**config.mk**
```make
export PLATFORM = sky130hd
export DESIGN_NAME = difftest_commit_tracker_flat
export DESIGN_NICKNAME = d
export VERILOG_FILES = /design/src/rtl/difftest_commit_tracker_pkg.sv /design/src/rtl/difftest_commit_tracker_if.sv /design/src/rtl/difftest_commit_tracker_commit_lane_reg.sv /design/src/rtl/difftest_commit_tracker.sv /design/src/flat_wrapper.sv
export SDC_FILE = /design/constraint.sdc
export NUM_CORES = 1
export LEC_CHECK = 0
export ABC_AREA = 1
export CORE_AREA = 2 2 365 367
export DETAILED_ROUTE_END_ITERATION = 8
export DIE_AREA = 0 0 367 369
export SYNTH_ARGS = -nofsm -noshare
export SYNTH_HDL_FRONTEND = slang
export SYNTH_SLANG_ARGS = --single-unit
```
**constraint.sdc**
```tcl
create_clock -name clock -period 4.87 [get_ports clock]
set_input_delay 0.487 -clock clock [delete_from_list [all_inputs] [get_ports clock]]
set_output_delay 0.487 -clock clock [all_outputs]
set_load 0.05 [all_outputs]
```
**src/rtl/difftest_commit_tracker_pkg.sv**
```systemverilog
// Shared constants, FSM encoding and helpers for the Difftest commit tracker.
package difftest_commit_tracker_pkg;

  localparam logic [63:0] PC_START_DEF    = 64'h0000_0000_8000_0000;
  localparam logic [6:0]  TRAP_OPCODE_DEF = 7'h6b;
  localparam int          MAX_LANES       = 4;

  typedef enum logic [0:0] {
    ST_RUN  = 1'b0,
    ST_HALT = 1'b1
  } cmt_state_e;

  // Architectural register write as reported to Difftest (wdest widened to 8 bits).
  typedef struct packed {
    logic       wen;
    logic [7:0] wdest;
  } reg_bus_t;

  function automatic logic [2:0] popcount4(input logic [3:0] v);
    return {2'b00, v[0]} + {2'b00, v[1]} + {2'b00, v[2]} + {2'b00, v[3]};
  endfunction

endpackage

```
**src/rtl/difftest_commit_tracker_if.sv**
```systemverilog
// Retire-side inputs and Difftest-side outputs of the commit tracker.
interface difftest_commit_tracker_if #(
  parameter int W    = 2,
  parameter int XLEN = 64
);
  logic [W-1:0]            in_valid;
  logic [W-1:0][XLEN-1:0]  in_pc;
  logic [W-1:0][31:0]      in_inst;
  logic [W-1:0]            in_wen;
  logic [W-1:0][4:0]       in_wdest;
  logic [W-1:0][XLEN-1:0]  in_wdata;
  logic [XLEN-1:0]         in_a0;

  logic [W-1:0]            cmt_valid;
  logic [W-1:0][XLEN-1:0]  cmt_pc;
  logic [W-1:0][31:0]      cmt_inst;
  logic [W-1:0]            cmt_wen;
  logic [W-1:0][7:0]       cmt_wdest;
  logic [W-1:0][XLEN-1:0]  cmt_wdata;
  logic                    trap_valid;
  logic [7:0]              trap_code;
  logic [XLEN-1:0]         trap_pc;
  logic [63:0]             cycle_cnt;
  logic [63:0]             instr_cnt;
  logic                    order_err;

  modport master (
    output in_valid, in_pc, in_inst, in_wen, in_wdest, in_wdata, in_a0,
    input  cmt_valid, cmt_pc, cmt_inst, cmt_wen, cmt_wdest, cmt_wdata,
    input  trap_valid, trap_code, trap_pc, cycle_cnt, instr_cnt, order_err
  );

  modport slave (
    input  in_valid, in_pc, in_inst, in_wen, in_wdest, in_wdata, in_a0,
    output cmt_valid, cmt_pc, cmt_inst, cmt_wen, cmt_wdest, cmt_wdata,
    output trap_valid, trap_code, trap_pc, cycle_cnt, instr_cnt, order_err
  );

endinterface

```
**src/rtl/difftest_commit_tracker_commit_lane_reg.sv**
```systemverilog
// One commit lane: filters reset bubbles, flags the trap opcode and registers the commit.
module commit_lane_reg
  import difftest_commit_tracker_pkg::*;
#(
  parameter int              XLEN        = 64,
  parameter logic [XLEN-1:0] PC_START    = PC_START_DEF[XLEN-1:0],
  parameter logic [6:0]      TRAP_OPCODE = TRAP_OPCODE_DEF
) (
  input  logic            clock,
  input  logic            reset,
  input  logic            enable,
  input  logic            valid,
  input  logic [XLEN-1:0] pc,
  input  logic [31:0]     inst,
  input  logic            wen,
  input  logic [4:0]      wdest,
  input  logic [XLEN-1:0] wdata,
  output logic            is_trap,
  output logic            accept,
  output logic            cmt_valid,
  output logic [XLEN-1:0] cmt_pc,
  output logic [31:0]     cmt_inst,
  output logic            cmt_wen,
  output logic [7:0]      cmt_wdest,
  output logic [XLEN-1:0] cmt_wdata
);

  logic live_s;

  assign live_s  = valid && !((pc == PC_START) && (inst == 32'd0));
  assign is_trap = live_s && (inst[6:0] == TRAP_OPCODE);
  assign accept  = enable && live_s;

  // Payload loads only on accept; an x0 write is never reported as a GPR write.
  always_ff @(posedge clock) begin
    if (reset) begin
      cmt_valid <= 1'b0;
      cmt_pc    <= '0;
      cmt_inst  <= 32'd0;
      cmt_wen   <= 1'b0;
      cmt_wdest <= 8'd0;
      cmt_wdata <= '0;
    end else begin
      cmt_valid <= accept;
      cmt_wen   <= accept && wen && (wdest != 5'd0);
      if (accept) begin
        cmt_pc    <= pc;
        cmt_inst  <= inst;
        cmt_wdest <= {3'b000, wdest};
        cmt_wdata <= wdata;
      end else begin
        cmt_pc    <= cmt_pc;
        cmt_inst  <= cmt_inst;
        cmt_wdest <= cmt_wdest;
        cmt_wdata <= cmt_wdata;
      end
    end
  end

endmodule

```
**src/rtl/difftest_commit_tracker.sv**
```systemverilog
// Multi-lane Difftest commit tracker: lane filtering, trap/halt FSM and counters.
// Optional idle watchdog enabled by defining CMT_WATCHDOG_EN.
module difftest_commit_tracker
  import difftest_commit_tracker_pkg::*;
#(
  parameter int          COMMIT_WIDTH = 2,
  parameter int          XLEN         = 64,
  parameter logic [63:0] PC_START     = PC_START_DEF,
  parameter logic [6:0]  TRAP_OPCODE  = TRAP_OPCODE_DEF,
  parameter int          WDOG_CYCLES  = 4096
) (
  input  logic                       clock,
  input  logic                       reset,
  difftest_commit_tracker_if.slave   io
);

  if (COMMIT_WIDTH < 1 || COMMIT_WIDTH > MAX_LANES || WDOG_CYCLES < 1 || XLEN < 8) begin : g_param_check
    $error("difftest_commit_tracker: unsupported parameter value");
  end

  cmt_state_e                         state_r, state_n;
  logic                               run_s;
  logic [COMMIT_WIDTH-1:0]            enable_s, is_trap_s, accept_s;
  logic                               seen_trap_s, trap_hit_s, order_err_s, halt_s;
  logic [XLEN-1:0]                    trap_pc_s, halt_pc_s, wdog_pc_s;
  logic [7:0]                         halt_code_s;
  logic [MAX_LANES-1:0]               acc4_s;
  logic [2:0]                         acc_cnt_s;
  logic                               wdog_hit_s;
  logic [COMMIT_WIDTH-1:0]            cmt_valid_s, cmt_wen_s;
  logic [COMMIT_WIDTH-1:0][XLEN-1:0]  cmt_pc_s, cmt_wdata_s;
  logic [COMMIT_WIDTH-1:0][31:0]      cmt_inst_s;
  logic [COMMIT_WIDTH-1:0][7:0]       cmt_wdest_s;
  logic [63:0]                        cycle_cnt_r, instr_cnt_r;
  logic                               trap_valid_r, order_err_r;
  logic [7:0]                         trap_code_r;
  logic [XLEN-1:0]                    trap_pc_r;
  logic                               unused_a0_s;

  assign run_s       = (state_r == ST_RUN);
  assign unused_a0_s = ^io.in_a0[XLEN-1:8];

  for (genvar g = 0; g < COMMIT_WIDTH; g++) begin : g_lane
    commit_lane_reg #(
      .XLEN        (XLEN),
      .PC_START    (PC_START[XLEN-1:0]),
      .TRAP_OPCODE (TRAP_OPCODE)
    ) u_lane (
      .clock     (clock),
      .reset     (reset),
      .enable    (enable_s[g]),
      .valid     (io.in_valid[g]),
      .pc        (io.in_pc[g]),
      .inst      (io.in_inst[g]),
      .wen       (io.in_wen[g]),
      .wdest     (io.in_wdest[g]),
      .wdata     (io.in_wdata[g]),
      .is_trap   (is_trap_s[g]),
      .accept    (accept_s[g]),
      .cmt_valid (cmt_valid_s[g]),
      .cmt_pc    (cmt_pc_s[g]),
      .cmt_inst  (cmt_inst_s[g]),
      .cmt_wen   (cmt_wen_s[g]),
      .cmt_wdest (cmt_wdest_s[g]),
      .cmt_wdata (cmt_wdata_s[g])
    );
  end

  // Oldest trapping lane wins; it still commits while every younger lane is dropped.
  always_comb begin
    seen_trap_s = 1'b0;
    enable_s    = '0;
    trap_pc_s   = '0;
    order_err_s = 1'b0;
    acc4_s      = '0;
    for (int i = 0; i < COMMIT_WIDTH; i++) begin
      enable_s[i] = run_s && !seen_trap_s;
      trap_pc_s   = (!seen_trap_s && is_trap_s[i]) ? io.in_pc[i] : trap_pc_s;
      seen_trap_s = seen_trap_s || is_trap_s[i];
    end
    for (int i = 1; i < COMMIT_WIDTH; i++) begin
      order_err_s = order_err_s || (io.in_valid[i] && !io.in_valid[i-1]);
    end
    trap_hit_s = run_s && seen_trap_s;
    acc4_s[COMMIT_WIDTH-1:0] = accept_s;
    acc_cnt_s = popcount4(acc4_s);
  end

`ifdef CMT_WATCHDOG_EN
  logic [31:0]     idle_cnt_r;
  logic [XLEN-1:0] last_pc_r, youngest_pc_s;

  // Youngest accepted lane this cycle becomes the last committed pc.
  always_comb begin
    youngest_pc_s = last_pc_r;
    for (int i = 0; i < COMMIT_WIDTH; i++) begin
      youngest_pc_s = accept_s[i] ? io.in_pc[i] : youngest_pc_s;
    end
  end

  assign wdog_hit_s = run_s && (accept_s == '0) && (idle_cnt_r == 32'(WDOG_CYCLES - 1));
  assign wdog_pc_s  = last_pc_r;

  // Idle counter runs only in RUN and restarts on any accepted lane.
  always_ff @(posedge clock) begin
    if (reset) begin
      idle_cnt_r <= 32'd0;
      last_pc_r  <= '0;
    end else if (run_s && (accept_s != '0)) begin
      idle_cnt_r <= 32'd0;
      last_pc_r  <= youngest_pc_s;
    end else if (run_s) begin
      idle_cnt_r <= idle_cnt_r + 32'd1;
    end
  end
`else
  assign wdog_hit_s = 1'b0;
  assign wdog_pc_s  = '0;
`endif

  // Halt cause select: a real trap reports a0, the watchdog reports 8'hFF.
  always_comb begin
    halt_s = trap_hit_s || wdog_hit_s;
    if (trap_hit_s) begin
      halt_code_s = io.in_a0[7:0];
      halt_pc_s   = trap_pc_s;
    end else begin
      halt_code_s = 8'hFF;
      halt_pc_s   = wdog_pc_s;
    end
  end

  // FSM next state: HALT is absorbing until reset.
  always_comb begin
    state_n = state_r;
    case (state_r)
      ST_RUN:  state_n = halt_s ? ST_HALT : ST_RUN;
      ST_HALT: state_n = ST_HALT;
      default: state_n = ST_RUN;
    endcase
  end

  // FSM state register.
  always_ff @(posedge clock) begin
    if (reset) state_r <= ST_RUN;
    else       state_r <= state_n;
  end

  // Counters and sticky status; all frozen once HALT is reached.
  always_ff @(posedge clock) begin
    if (reset) begin
      cycle_cnt_r  <= 64'd0;
      instr_cnt_r  <= 64'd0;
      trap_valid_r <= 1'b0;
      trap_code_r  <= 8'd0;
      trap_pc_r    <= '0;
      order_err_r  <= 1'b0;
    end else if (run_s) begin
      cycle_cnt_r <= cycle_cnt_r + 64'd1;
      instr_cnt_r <= instr_cnt_r + {61'd0, acc_cnt_s};
      order_err_r <= order_err_r || order_err_s;
      if (halt_s) begin
        trap_valid_r <= 1'b1;
        trap_code_r  <= halt_code_s;
        trap_pc_r    <= halt_pc_s;
      end
    end
  end

  assign io.cmt_valid  = cmt_valid_s;
  assign io.cmt_pc     = cmt_pc_s;
  assign io.cmt_inst   = cmt_inst_s;
  assign io.cmt_wen    = cmt_wen_s;
  assign io.cmt_wdest  = cmt_wdest_s;
  assign io.cmt_wdata  = cmt_wdata_s;
  assign io.trap_valid = trap_valid_r;
  assign io.trap_code  = trap_code_r;
  assign io.trap_pc    = trap_pc_r;
  assign io.cycle_cnt  = cycle_cnt_r;
  assign io.instr_cnt  = instr_cnt_r;
  assign io.order_err  = order_err_r;

endmodule

```
**src/flat_wrapper.sv**
```systemverilog
// flat-port wrapper written by rule: the top's interface ports become plain ports
module difftest_commit_tracker_flat import difftest_commit_tracker_pkg::*;
#(
  parameter int          COMMIT_WIDTH = 2,
  parameter int          XLEN         = 64,
  parameter logic [63:0] PC_START     = PC_START_DEF,
  parameter logic [6:0]  TRAP_OPCODE  = TRAP_OPCODE_DEF,
  parameter int          WDOG_CYCLES  = 4096
)
  (clock, reset, io_in_valid, io_in_pc, io_in_inst, io_in_wen, io_in_wdest, io_in_wdata, io_in_a0, io_cmt_valid, io_cmt_pc, io_cmt_inst, io_cmt_wen, io_cmt_wdest, io_cmt_wdata, io_trap_valid, io_trap_code, io_trap_pc, io_cycle_cnt, io_instr_cnt, io_order_err);
  difftest_commit_tracker_if #(.W((2)), .XLEN(XLEN)) io_i ();
  input  logic clock;
  input  logic reset;
  input wire logic [$bits(io_i.in_valid)-1:0] io_in_valid;
  input wire logic [$bits(io_i.in_pc)-1:0] io_in_pc;
  input wire logic [$bits(io_i.in_inst)-1:0] io_in_inst;
  input wire logic [$bits(io_i.in_wen)-1:0] io_in_wen;
  input wire logic [$bits(io_i.in_wdest)-1:0] io_in_wdest;
  input wire logic [$bits(io_i.in_wdata)-1:0] io_in_wdata;
  input wire logic [$bits(io_i.in_a0)-1:0] io_in_a0;
  output wire logic [$bits(io_i.cmt_valid)-1:0] io_cmt_valid;
  output wire logic [$bits(io_i.cmt_pc)-1:0] io_cmt_pc;
  output wire logic [$bits(io_i.cmt_inst)-1:0] io_cmt_inst;
  output wire logic [$bits(io_i.cmt_wen)-1:0] io_cmt_wen;
  output wire logic [$bits(io_i.cmt_wdest)-1:0] io_cmt_wdest;
  output wire logic [$bits(io_i.cmt_wdata)-1:0] io_cmt_wdata;
  output wire logic [$bits(io_i.trap_valid)-1:0] io_trap_valid;
  output wire logic [$bits(io_i.trap_code)-1:0] io_trap_code;
  output wire logic [$bits(io_i.trap_pc)-1:0] io_trap_pc;
  output wire logic [$bits(io_i.cycle_cnt)-1:0] io_cycle_cnt;
  output wire logic [$bits(io_i.instr_cnt)-1:0] io_instr_cnt;
  output wire logic [$bits(io_i.order_err)-1:0] io_order_err;
  assign io_i.in_valid = io_in_valid;
  assign io_i.in_pc = io_in_pc;
  assign io_i.in_inst = io_in_inst;
  assign io_i.in_wen = io_in_wen;
  assign io_i.in_wdest = io_in_wdest;
  assign io_i.in_wdata = io_in_wdata;
  assign io_i.in_a0 = io_in_a0;
  assign io_cmt_valid = io_i.cmt_valid;
  assign io_cmt_pc = io_i.cmt_pc;
  assign io_cmt_inst = io_i.cmt_inst;
  assign io_cmt_wen = io_i.cmt_wen;
  assign io_cmt_wdest = io_i.cmt_wdest;
  assign io_cmt_wdata = io_i.cmt_wdata;
  assign io_trap_valid = io_i.trap_valid;
  assign io_trap_code = io_i.trap_code;
  assign io_trap_pc = io_i.trap_pc;
  assign io_cycle_cnt = io_i.cycle_cnt;
  assign io_instr_cnt = io_i.instr_cnt;
  assign io_order_err = io_i.order_err;
  difftest_commit_tracker #(.COMMIT_WIDTH(COMMIT_WIDTH), .XLEN(XLEN), .PC_START(PC_START), .TRAP_OPCODE(TRAP_OPCODE), .WDOG_CYCLES(WDOG_CYCLES)) u_core (.clock(clock), .reset(reset), .io(io_i));
endmodule
```
# Yosys cells after proc, flatten, opt, wreduce, memory -nomap -nowiden
# Index checks and enable logic that the tools add are counted.
dict set report classes {
  addsub 3
  eq_ne 4
  n_mux 4
  bitwise 1
  n_reduce_logical 27
}
# op count
set ops {}
lappend ops {{$eq A64 B32 Y1 const B} 2}
lappend ops {{$mux W64} 2}
lappend ops {{$add A64 B1 Y64 const B} 1}
lappend ops {{$add A64 B3 Y64} 1}
lappend ops {{$logic_not A32 Y1} 2}
lappend ops {{$logic_and A1 B1 Y1} 16}
lappend ops {{$eq A7 B7 Y1 const B} 2}
lappend ops {{$reduce_bool A5 Y1} 2}
lappend ops {{$logic_not A1 Y1} 4}
lappend ops {{$add A1 B1 Y2} 1}
lappend ops {{$logic_or A1 B1 Y1} 2}
lappend ops {{$pmux W1 S2} 1}
lappend ops {{$reduce_and A2 Y1} 1}
lappend ops {{$mux W1} 1}
lappend ops {{$not A1 Y1} 1}
dict set report totals {
  reg_bits 537
  input_bits 400
  output_inout_bits 542
  wordCells 58
}

# Depth between registers and ports, before layout
# Gate-level depths: netlist of run 1.
dict set report logic_depth {
  ltp_word 10
  ltp_mapped 25
  mapped_depth_nobuf 24
}

# Cells and area by module
# Synthesis of run 1 repeated with hierarchy kept, for this count alone.
dict set report hier_totals {
  cells_unflattened 4713
  area_unflattened_um2 28509.8
}
# mod n_inst cells_each area_per_inst_um2
set by_module_without_submodules {}
lappend by_module_without_submodules {commit_lane_reg 2 1517 8941.1}
lappend by_module_without_submodules {difftest_commit_tracker 1 1679 10627.7}

# Least setup slack after synthesis of run 1
# Ideal clock, no wire load.
dict set report synth_timing {
  path_kind {input to register}
  from {in io_in_pc[23]}
  to {reg u_core.instr_cnt_r[50] (netlist: u_core.io.instr_cnt[50])}
  setup_ps 115
  arrival_time_ps 3435
  path_slack_ps 1321
  stages 24
  n_path_buf 2
  cell_sequence {nor2_1 -> nand2_1 -> nor2_1 -> nand2_1 -> nor2_1 -> nand3_1 -> nand3_1 -> buf_4 -> inv_2 -> buf_2 -> ha_1 -> ha_1 -> inv_1 -> fa_1 -> nor3_4 -> nand4_1 -> nor2_1 -> nand2_1 -> nor2_2 -> nand2_1 -> nor2_1 -> nand2_1 -> nand2_1 -> nor2_1}
}
# item line
set synth_lines {}
lappend synth_lines {{start: declaration} flat_wrapper.sv:15} ;# input wire logic [$bits(io_i.in_pc)-1:0] io_in_pc;
lappend synth_lines {{$eq A64 B32 Y1} difftest_commit_tracker_commit_lane_reg.sv:30} ;# assign live_s = valid && !((pc == PC_START) && (inst == 32'd0));
lappend synth_lines {{$logic_and A1 B1 Y1} difftest_commit_tracker_commit_lane_reg.sv:30}
lappend synth_lines {{$logic_not A1 Y1} difftest_commit_tracker_commit_lane_reg.sv:30}
lappend synth_lines {{$logic_and A1 B1 Y1} difftest_commit_tracker_commit_lane_reg.sv:30}
lappend synth_lines {{$logic_and A1 B1 Y1} difftest_commit_tracker_commit_lane_reg.sv:32} ;# assign accept = enable && live_s;
lappend synth_lines {{net u_core.g_lane[0].u_lane.accept} difftest_commit_tracker_commit_lane_reg.sv:19} ;# output logic accept,
lappend synth_lines {{$add A1 B1 Y2} difftest_commit_tracker_pkg.sv:20} ;# return {2'b00, v[0]} + {2'b00, v[1]} + {2'b00, v[2]} + {2'b00, v[3]};
lappend synth_lines {{$add A64 B3 Y64} difftest_commit_tracker.sv:160} ;# instr_cnt_r <= instr_cnt_r + {61'd0, acc_cnt_s};
lappend synth_lines {{end signal: assignment} difftest_commit_tracker.sv:160}
lappend synth_lines {{end: declaration} difftest_commit_tracker.sv:34} ;# logic [63:0] cycle_cnt_r, instr_cnt_r;
# The timed path passes the listed nets, and every way through them passes these cells.
# A chain may end at the register's enable or synchronous reset.

# Worst setup path in the final report of run 1
dict set report layout_timing {
  from {in io_in_pc[59]}
  to {reg u_core.instr_cnt_r[56] (netlist: u_core.io.instr_cnt[56])}
}
dict set report layout_between {
  elab_chain_cells 10
}
# item line
set layout_rtl {}
lappend layout_rtl {{$eq A64 B32 Y1 (*)} difftest_commit_tracker_commit_lane_reg.sv:30}
lappend layout_rtl {{$logic_and A1 B1 Y1 (*)} difftest_commit_tracker_commit_lane_reg.sv:30}
lappend layout_rtl {{$logic_not A1 Y1 (*)} difftest_commit_tracker_commit_lane_reg.sv:30}
lappend layout_rtl {{$logic_and A1 B1 Y1 (*)} difftest_commit_tracker_commit_lane_reg.sv:30}
lappend layout_rtl {{$logic_and A1 B1 Y1} difftest_commit_tracker_commit_lane_reg.sv:31} ;# assign is_trap = live_s && (inst[6:0] == TRAP_OPCODE);
lappend layout_rtl {{$logic_not A1 Y1} difftest_commit_tracker.sv:77} ;# enable_s[i] = run_s && !seen_trap_s;
lappend layout_rtl {{$logic_and A1 B1 Y1} difftest_commit_tracker.sv:77}
lappend layout_rtl {{$logic_and A1 B1 Y1} difftest_commit_tracker_commit_lane_reg.sv:32}
lappend layout_rtl {{$add A1 B1 Y2 (*)} difftest_commit_tracker_pkg.sv:20}
lappend layout_rtl {{$add A64 B3 Y64 (*)} difftest_commit_tracker.sv:160}
# Mark *: on every way between the ends. The rest lies on a longest branch, timed or not.

==> results of run 1 <==
layer usage:
metal  GRT usage  share of wire  vias up
met3      0.0537          0.087      216
li1            -              -    13100
met5           0        0.00080        -
met2       0.308           0.48     1131
met1       0.213           0.40    12500
met4      0.0765          0.035       14
how the worst min path moves through the flow:
stage	endpoint	slack, ns
floorplan	u_core.g_lane[0].u_lane.cmt_wen	0.61
global placement	u_core.io.trap_valid	0.44
detailed placement	u_core.io.trap_code[5]	0.45
CTS	u_core.io.trap_pc[63]	0.17
global route	u_core.io.instr_cnt[55]	0.29
finish	u_core.io.trap_pc[63]	0.25
critical path: stages:
cell and delay, ns:
clkdlybuf4s50_1 0.54, nor2_1 0.16, nand2_1 0.06, nor2_1 0.44, nand2_1 0.17, nor2_1 0.28
buf_4 0.20, nand3_4 0.10, nand3_2 0.15, nand2_8 0.07, inv_6 0.07, ha_1 0.13
ha_1 0.17, inv_1 0.06, fa_1 0.43, nor3_4 0.19, nand2_1 0.10, nor2_2 0.21
and3_1 0.27, nand2_1 0.09, nor3_1 0.27, buf_4 0.17, nor2_1 0.03, nor2_1 0.09
final cells by class:
cell class	count	area, µm²	area share
Antenna cell	25	62.6	0.00168
Clock buffer	99	2050	0.0548
Clock inverter	29	324	0.00868
Inverter	296	1130	0.0303
Multi-Input combinational cell	2554	11300	0.304
Sequential cell	537	10800	0.288
Tap cell	1755	2200	0.0588
Timing Repair Buffer	964	9490	0.254
layout by cell type, fill, tap and decap left out, types with 25 or more instances in the layout:
cell	synthesis	routed
clkdlybuf4s50_1	0	877
nor2_1	839	839
nand2_1	801	799
dfxtp_1	537	536
inv_1	290	289
a21oi_1	243	243
o21ai_0	209	209
nand3_1	154	152
nand4_1	99	99
nor3_1	83	83
buf_4	30	82
clkbuf_16	0	74
xor2_1	28	28
diode_2	0	25
flip-flops by register name (all words and copies together) (netlist names):
name / count
u_core.io.instr_cnt: 64
u_core.g_lane.u_lane.cmt_pc: 128
u_core.state_r: 1
u_core.g_lane.u_lane.cmt_valid: 2
u_core.g_lane.u_lane.cmt_wdata: 128
u_core.g_lane.u_lane.cmt_wen: 2
u_core.io.trap_pc: 64
u_core.io.order_err: 1
u_core.io.cycle_cnt: 64
u_core.io.trap_valid: 1
u_core.io.trap_code: 8
u_core.g_lane.u_lane.cmt_inst: 64
u_core.g_lane.u_lane.cmt_wdest: 10
kinds of logic (layout without fill, tap and decap cells):
group                      Yosys count  in the layout  synth area share
adders and majority gates            5              5           0.00291
and+or+nand+nor                   2032           2032             0.350
AOI/OAI and AO/OA                  467            467            0.0985
buffers and inverters              494           1388            0.0850
DFF                                537            537             0.447
xor gates and xnor gates            44             44            0.0160
other                                1             31          0.000156
stage by stage:
stage | hold WS, ns | worst slack (ns)
after floorplan | 0.610 | 1.32
after global placement | 0.442 | -0.205
after detailed placement | 0.454 | -0.182
after CTS | 0.175 | 0.523
after global routing | 0.286 | 0.303
final | 0.245 | 0.522
power by group through the flow:
stage | logic (mW) | registers, mW | clock network (mW)
floorplan | 0.432 | 5.41 | 0
global placement | 2.03 | 4.77 | 0
detailed placement | 2.03 | 4.78 | 0
CTS | 2.03 | 4.69 | 5.65
global route | 2.13 | 4.71 | 5.79
finish | 2.02 | 4.69 | 5.47
==> reports/summary.txt, run 1 <==
hold path startpoint: io_in_valid[0]
Post-CTS Hold Buffers: 0
# port buffers: 879
#FFs+latches synth: 537
Cells after Synth: 3580
post-synthesis cell area: 24000 µm²
Detail Route Antenna Nets: 0
vias in the first global route: 25200
final wirelength: 128000 µm
setup TNS: 0 ns
final instance area: 37300 µm²
Initial Util: 0.183
FF-to-FF End: u_core.io.instr_cnt[56]
vias per inst: 4.31
maximum clock frequency: 230 MHz
Tot Pwr: 12.2 mW
max cap viols: 0
synth warn: 0
internal power: 8.47 mW
critical path endpoint: u_core.io.instr_cnt[56]
first-pass GRT wire length: 180000 µm
largest cells by area after synthesis: dfxtp_1 (45%), nor2_1 (13%), nand2_1 (13%)
HPWL Detailed: 97700 µm
Clock Tree Buf Depth: 3
crit end category: flip-flop
chip height: 369 µm
FFs w/ async S/R, synth: 0
Post-CTS Resized: 0
number of enable flip-flop cells after synthesis: 0
clock sink total: 537
clock skew: 0.0287 ns
area growth from synthesis to layout: 55.2%
P_sw: 3.70 mW
Layout Cells excl Fill: 6259
initial antenna violation count: 53
endpoints failing setup: 0
Ports: 942
fin. max-slew vios: 0
register-to-register setup slack: 1.75 ns
fin nets: 4830
root buffer cell: clkbuf_16
Reg power frac: 0.385
worst reg2reg path depth: 16
Yosys top cell by area: dfxtp_1
Clock transition at path regs: 0.06 ns
worst endpoint required time: 5.47 ns
switching share of power: 0.304
status: finished, final reports clean
Hold Crit Class: in2reg
GRT Residual Overflow: 0
Avg Cell Area, Syn: 6.72 µm²
gr usage total: 0.182
clk_lat worst skew: 0.68 ns
fill count: 14300
Total Die Area: 135000 µm²
Via Count: 27000
Hold Path Depth: 5
actual slew at the worst max-slew pin: 1.06 ns
share of layout cells above drive strength 1: 0.0560
worst rel slew slack: 0.295
distinct cell type count after synthesis: 43
placed cells: 6106
Clk pwr share: 0.449
top_reg_cell synth: dfxtp_1
Combinational Power Share: 0.166
kind of critical path: in2reg
Seq/Total Area, Yosys: 0.447
Hold Vio Cnt, Final: 0
Max FO, Critical Path: 5
P per Cell Area: 326 nW/µm²
# DRC: 0
CTS Buf Count: 72
CP startpoint kind: input port
H-Tree Depth: 3
CTS tree: built
Layout Utilization: 0.285
GP Congestion: 0.927
CP arrival: 4.94 ns
die width: 367 µm
wire per inst: 20.5 µm
Post-CTS Setup Repair Bufs: 0
cell with the most instances after synthesis: nor2_1
P_leak: 14.0 nW
RSZ-0062 raised after global routing: false
Tcrit/Tclk final: 0.893
largest net degree at the start of global routing: 138
crit path from: io_in_pc[59]
placed cell areas: 34900 µm²
number of DRC markers in iteration 0: 2043
R2R Path Start: u_core.state_r
synth cell count leaders: nor2_1 (839), nand2_1 (801), dfxtp_1 (537), inv_1 (290), a21oi_1 (243)
min Tclk post-route: 4.35 ns
core box area: 131000 µm²
Row Count: 133
DRT Pass-1 Iters: 6
worst vdd ir: 0.244 mV
post-synth top area share: 0.447
Note: power is estimated with default switching activity, not from simulation.
==> run 2, diff against run 1 <==
--- a/config.mk
+++ b/config.mk
@@ -6,9 +6,11 @@
 export NUM_CORES = 1
 export LEC_CHECK = 0
 export ABC_AREA = 1
+export CAP_MARGIN = 20
 export CORE_AREA = 2 2 365 367
 export DETAILED_ROUTE_END_ITERATION = 8
 export DIE_AREA = 0 0 367 369
+export DONT_BUFFER_PORTS = 1
 export SYNTH_ARGS = -nofsm -noshare
 export SYNTH_HDL_FRONTEND = slang
 export SYNTH_SLANG_ARGS = --single-unit
==> run 2 against run 1 <==
  * The flow now finishes with violations (max-slew violations)
  * Die area is the same
  * Hold slack lost 0.18 ns
  * Sequential cell count is the same
  * Global-route usage shrank 0.37 points
  * Clock power shrank 4.8%
==> reports/summary.txt, run 2 (synthesis gave the netlist of run 1 again) <==
number of DRC markers in iteration 0: 2200 (+7.7%)
CP startpoint kind: input port
most frequent cells in the layout: nor2_1 (839), nand2_1 (799), dfxtp_1 (536)
die width: 367 µm (unchanged)
wire per inst: 22.6 µm (+10%)
initial antenna violation count: 37 (-30%)
Hold Crit Class: in2reg
post-route setup slack: 0.646 ns (+0.124 ns)
fin. max-slew vios: 117 (+117)
endpoints failing setup: 0 (unchanged)
final wirelength: 126000 µm (-1.5%)
# DRC: 0 (unchanged)
failing checks: max-slew violations
CTS Buf Count: 69 (-4.2%)
placed cell areas: 25600 µm² (-27%)
setup TNS: 0 ns (unchanged)
vias per inst: 4.50 (+4.5%)
final instance area: 30900 µm² (-17%)
vias in the first global route: 23600 (-6.7%)
CTS tree: built
DP Worst Slack: 0.235 ns (+0.417 ns)
first-pass GRT wire length: 175000 µm (-2.9%)
core box area: 131000 µm² (unchanged)
CP top delay family: simple AND/OR/NAND/NOR gates
area growth from synthesis to layout: 28.5%
max cap viols: 0 (unchanged)
status: complete, but fails checks
crit end category: flip-flop
Clock Tree Buf Depth: 3 (unchanged)
worst vdd ir: 0.280 mV (+15%)
root buffer cell: clkbuf_16
worst endpoint required time: 5.41 ns (-0.06 ns)
HPWL Detailed: 91800 µm (-6.0%)
Hold Vio Cnt, Final: 0 (unchanged)
commonest non-fill, non-tap cell in the layout: nor2_1
Row Count: 133 (unchanged)
GRT Residual Overflow: 0 (unchanged)
clock sink total: 537 (unchanged)
Tcrit/Tclk final: 0.867 (-0.0254)
Total Die Area: 135000 µm² (unchanged)
Detail Route Antenna Nets: 0 (unchanged)
Layout Utilization: 0.236 (-0.0490)
clock skew: 0.0287 ns (-0.0000688 ns)
Max FO, Critical Path: 16 (+11)
actual slew at the worst max-slew pin: 1.82 ns (+0.763 ns)
largest net degree at the start of global routing: 218 (+58%)
CP arrival: 4.76 ns (-0.18 ns)
Initial Util: 0.183 (unchanged)
Clock transition at path regs: 0.06 ns (about the same)
chip height: 369 µm (unchanged)
worst rel slew slack: -0.214 (-0.509)
H-Tree Depth: 3 (unchanged)
crit path buf inv count: 5 (unchanged)
largest registers: u_core.g_lane.u_lane.cmt_pc: 128 flops, u_core.g_lane.u_lane.cmt_wdata: 128 flops
Ports: 942 (unchanged)
kind of critical path: in2reg
share of layout cells above drive strength 1: 0.0509 (-0.00511)
min Tclk post-route: 4.22 ns (-0.124 ns)
gr usage total: 0.178 (-0.00367)
clk_lat worst skew: 0.68 ns (about the same)
Post-CTS Setup Repair Bufs: 0 (unchanged)
GP Congestion: 0.931 (+0.49%)
fin nets: 4179 (-13%)
# port buffers: 0 (-100%)
P per Cell Area: 370 nW/µm² (+13%)
maximum clock frequency: 237 MHz (+2.9%)
P_leak: 11.6 nW (-17%)
CP max-delay cell: dlygate4sd3_1
Tot Pwr: 11.4 mW (-6.1%)
Largest stage delay, worst path: 0.55 ns (about the same)
Via Count: 25200 (-6.5%)
DRT Pass-1 Iters: 6 (unchanged)
RSZ-0062 raised after global routing: false
-- run 2: path summary, 6_finish.rpt --
path                                          end  cells past startpoint  slack, ns                 start
max                       u_core.io.instr_cnt[50]                     25       0.65          io_in_pc[34]
min          u_core.g_lane[1].u_lane.cmt_inst[14]                      2       0.07        io_in_inst[46]
max reg2reg               u_core.io.instr_cnt[50]                     17       1.50        u_core.state_r
min reg2reg                  u_core.io.trap_valid                      2       0.69  u_core.io.trap_valid
-- run 2: layout make-up --
class,count,area [µm²]
antenna,15,37.5
clock buffer,96,1990
clock inverter,30,327
fill,14600,100000
inverter,296,1130
multi-input combinational,2554,11300
sequential,537,10800
tap,1755,2200
timing repair buffer,316,3140
-- run 2: repair_timing --
item                      in CTS  in global routing
gates resized for setup        0                  0
hold endpoints to repair     373                  0
hold buffers                 288                  0
-- run 2: stage by stage --
stage	hold WS [ns]	instances
2_1_floorplan	0.610	3585
3_3_place_gp	0.571	5170
3_5_place_dp	0.576	5170
4_1_cts	0.00112	5584
5_1_grt	0.0173	5593
6_report	0.0665	5599
-- run 2: layer usage --
metal / wire (µm) / part of all wire / track usage
met4: 6620 / 0.052 / 0.0837
met1: 46500 / 0.37 / 0.196
met5: 99 / 0.00078 / 0
met2: 59900 / 0.47 / 0.302
met3: 13300 / 0.10 / 0.0680
-- run 2: where the power goes --
| part | internal [mW] | total, mW | leakage (nW) | switching, mW |
|---|---|---|---|---|
| sequential | 4.58 | 5.40 | 4.40 | 0.821 |
| clock | 3.01 | 5.21 | 1.14 | 2.20 |
| combinational | 0.316 | 0.807 | 6.10 | 0.491 |
==> run 3, diff against run 2 <==
--- a/config.mk
+++ b/config.mk
@@ -11,6 +11,7 @@
 export DETAILED_ROUTE_END_ITERATION = 8
 export DIE_AREA = 0 0 367 369
 export DONT_BUFFER_PORTS = 1
+export GPL_TIMING_DRIVEN = 0
 export SYNTH_ARGS = -nofsm -noshare
 export SYNTH_HDL_FRONTEND = slang
 export SYNTH_SLANG_ARGS = --single-unit
==> run 3 against run 2 <==
  * The run now ends clean
  * Clock power grew 7.1%
  * Total power up 4.5%
  * Core utilization grew 0.86 points
  * Combinational power is 17% higher
  * Clock skew decreased by 0.0014 ns
  * Maximum frequency down 8.5%
  * Die area stayed put
  * Sequential power about the same
  * Final area grew 3.7%
  * Non-clock buffer count up 194
  * Via count is 4.7% higher
  * Critical endpoint unchanged
  * Largest power group is now the clock network
==> reports/summary.txt, run 3 (synthesis gave the netlist of run 1 again) <==
final wirelength: 146000 µm (+16%)
fin nets: 4373 (+4.6%)
vias in the first global route: 25000 (+6.1%)
commonest non-fill, non-tap cell in the layout: nor2_1
CTS Buf Count: 69 (unchanged)
Hold WS: 0.0550 ns (-0.0115 ns)
actual slew at the worst max-slew pin: 1.15 ns (-0.673 ns)
M2 GR Usage: 0.365 (+0.0628)
Reg power frac: 0.453 (-0.020)
area growth from synthesis to layout: 33.2%
min Tclk post-route: 4.62 ns (+0.395 ns)
kind of critical path: in2reg
initial antenna violation count: 47 (+27%)
worst endpoint required time: 5.42 ns (about the same)
wire per inst: 25.2 µm (+12%)
chip height: 369 µm (unchanged)
clock sink total: 537 (unchanged)
HPWL Detailed: 116000 µm (+26%)
DRT Pass-1 Iters: 9 (+3)
vias per inst: 4.54 (+0.93%)
CP startpoint kind: input port
max cap viols: 0 (unchanged)
Tcrit/Tclk final: 0.949 (+0.0811)
share of layout cells above drive strength 1: 0.0657 (+0.0147)
Ports: 942 (unchanged)
first-pass GRT wire length: 197000 µm (+13%)
# port buffers: 0 (unchanged)
CP arrival: 5.17 ns (+0.41 ns)
clk_lat worst skew: 0.68 ns (about the same)
number of DRC markers in iteration 0: 2275 (+3.4%)
internal power: 8.21 mW (+3.8%)
status: finished, final reports clean
# DRC: 0 (unchanged)
final instance area: 32000 µm² (+3.7%)
P_sw: 3.73 mW (+6.2%)
most frequent cells in the layout: nor2_1 (838), nand2_1 (801), dfxtp_1 (536)
GR Util met1: 0.217 (+0.0218)
Hold Vio Cnt, Final: 0 (unchanged)
GR Util met3: 0.0748 (+0.00675)
GRT Residual Overflow: 0 (unchanged)
P_leak: 12.2 nW (+4.7%)
fin. max-slew vios: 0 (-100%)
Max FO, Critical Path: 10 (-6)
Clock Tree Buf Depth: 3 (unchanged)
Clock transition at path regs: 0.06 ns (about the same)
Via Count: 26400 (+4.7%)
largest net degree at the start of global routing: 14 (-94%)
worst vdd ir: 0.239 mV (-15%)
GR peak layer: met2
setup TNS: 0 ns (unchanged)
gr usage total: 0.207 (+0.0290)
H-Tree Depth: 3 (unchanged)
CTS tree: built
Detail Route Antenna Nets: 0 (unchanged)
placed cell areas: 26500 µm² (+3.3%)
P per Cell Area: 373 nW/µm² (+0.82%)
Total Die Area: 135000 µm² (unchanged)
switching share of power: 0.313 (+0.00492)
largest registers: u_core.g_lane.u_lane.cmt_pc: 128 flops, u_core.g_lane.u_lane.cmt_wdata: 128 flops
Layout Utilization: 0.244 (+0.00862)
worst rel slew slack: 0.235 (+0.448)
clock skew: 0.0273 ns (-0.00137 ns)
Post-CTS Setup Repair Bufs: 0 (unchanged)
root buffer cell: clkbuf_16
Clk pwr share: 0.467 (+0.011)
Tot Pwr: 11.9 mW (+4.5%)
Initial Util: 0.183 (unchanged)
endpoints failing setup: 0 (unchanged)
crit end category: flip-flop
Combinational Power Share: 0.079 (+0.008)
Hold Crit Class: in2reg
die width: 367 µm (unchanged)
Row Count: 133 (unchanged)
core box area: 131000 µm² (unchanged)
maximum clock frequency: 216 MHz (-8.5%)
GP Congestion: 1.00 (+7.6%)
run 3: cell types whose count changed in the layout (fill, tap and decap cells not counted), moves of 5 or more:
| cell | previous run | this run |
|---|---|---|
| buf_1 | 0 | 15 |
| buf_2 | 0 | 50 |
| buf_8 | 0 | 9 |
| bufinv_16 | 2 | 7 |
| clkbuf_1 | 12 | 103 |
| clkbuf_2 | 0 | 8 |
| diode_2 | 15 | 30 |
| dlygate4sd3_1 | 286 | 300 |
| inv_6 | 10 | 4 |
run 3: worst paths after layout:
check | cells past startpoint | end | slack (ns) | startpoint
max | 22 | u_core.io.instr_cnt[50] | 0.25 | io_in_inst[2]
min | 4 | u_core.io.trap_pc[45] | 0.06 | io_in_pc[109]
max reg2reg | 19 | u_core.io.instr_cnt[50] | 0.40 | u_core.state_r
min reg2reg | 2 | u_core.g_lane[0].u_lane.cmt_inst[20] | 0.71 | u_core.g_lane[0].u_lane.cmt_inst[20]
run 3: through the flow:
step                      std cells  worst slack [ns]
after floorplan                3585              1.32
after global placement         5340            -0.832
after detailed placement       5353            -0.829
after CTS                      5777            0.0957
after global routing           5792          -0.00114
final                          5806             0.251
run 3: critical path, stage by stage:
cell and delay [ns]:
dlygate4sd3_1 0.55, inv_1 0.11, nand4_1 0.13, nor4_4 0.41, nand3_2 0.17, nand2_2 0.33, inv_2 0.17, clkbuf_4 0.26
ha_1 0.31, ha_1 0.16, inv_1 0.06, fa_1 0.47, nor3_4 0.26, nand4_1 0.17, nor2_1 0.20, nand2_1 0.08
nor2_2 0.24, nand2_1 0.17, nor2_1 0.22, nand2_1 0.09, nand2_1 0.08, nor2_1 0.04
run 3: cell type report:
| type | instances | area [µm²] |
|---|---|---|
| Fill cell | 14700 | 99100 |
| Multi-Input combinational cell | 2554 | 11300 |
| Sequential cell | 537 | 10800 |
| Timing Repair Buffer | 313 | 3230 |
| Tap cell | 1755 | 2200 |
| Clock buffer | 95 | 1970 |
| Inverter | 296 | 1110 |
| Buffer | 197 | 938 |
| Clock inverter | 29 | 474 |
| Antenna cell | 30 | 75.1 |
run 3: routing by layer:
| layer | up-vias | part of all wire |
|---|---|---|
| li1 | 12200 | - |
| met1 | 12100 | 0.35 |
| met2 | 1639 | 0.48 |
| met3 | 417 | 0.11 |
| met4 | 20 | 0.055 |
| met5 | - | 0.0016 |
run 3: power groups by stage:
stage	sequential (mW)	combinational (mW)	clock [mW]
3_5_place_dp	5.51	0.706	0
6_report	5.41	0.947	5.58
2_1_floorplan	5.41	0.432	0
4_1_cts	5.41	0.951	5.71
3_3_place_gp	5.51	0.673	0
5_1_grt	5.43	1.04	5.86
run 3: repair_timing:
item,in CTS,in global routing
setup endpoints to repair,5,5
hold buffers,300,0
cloned,0,0
endpoints found under the hold margin,320,0
gates resized for setup,3,5
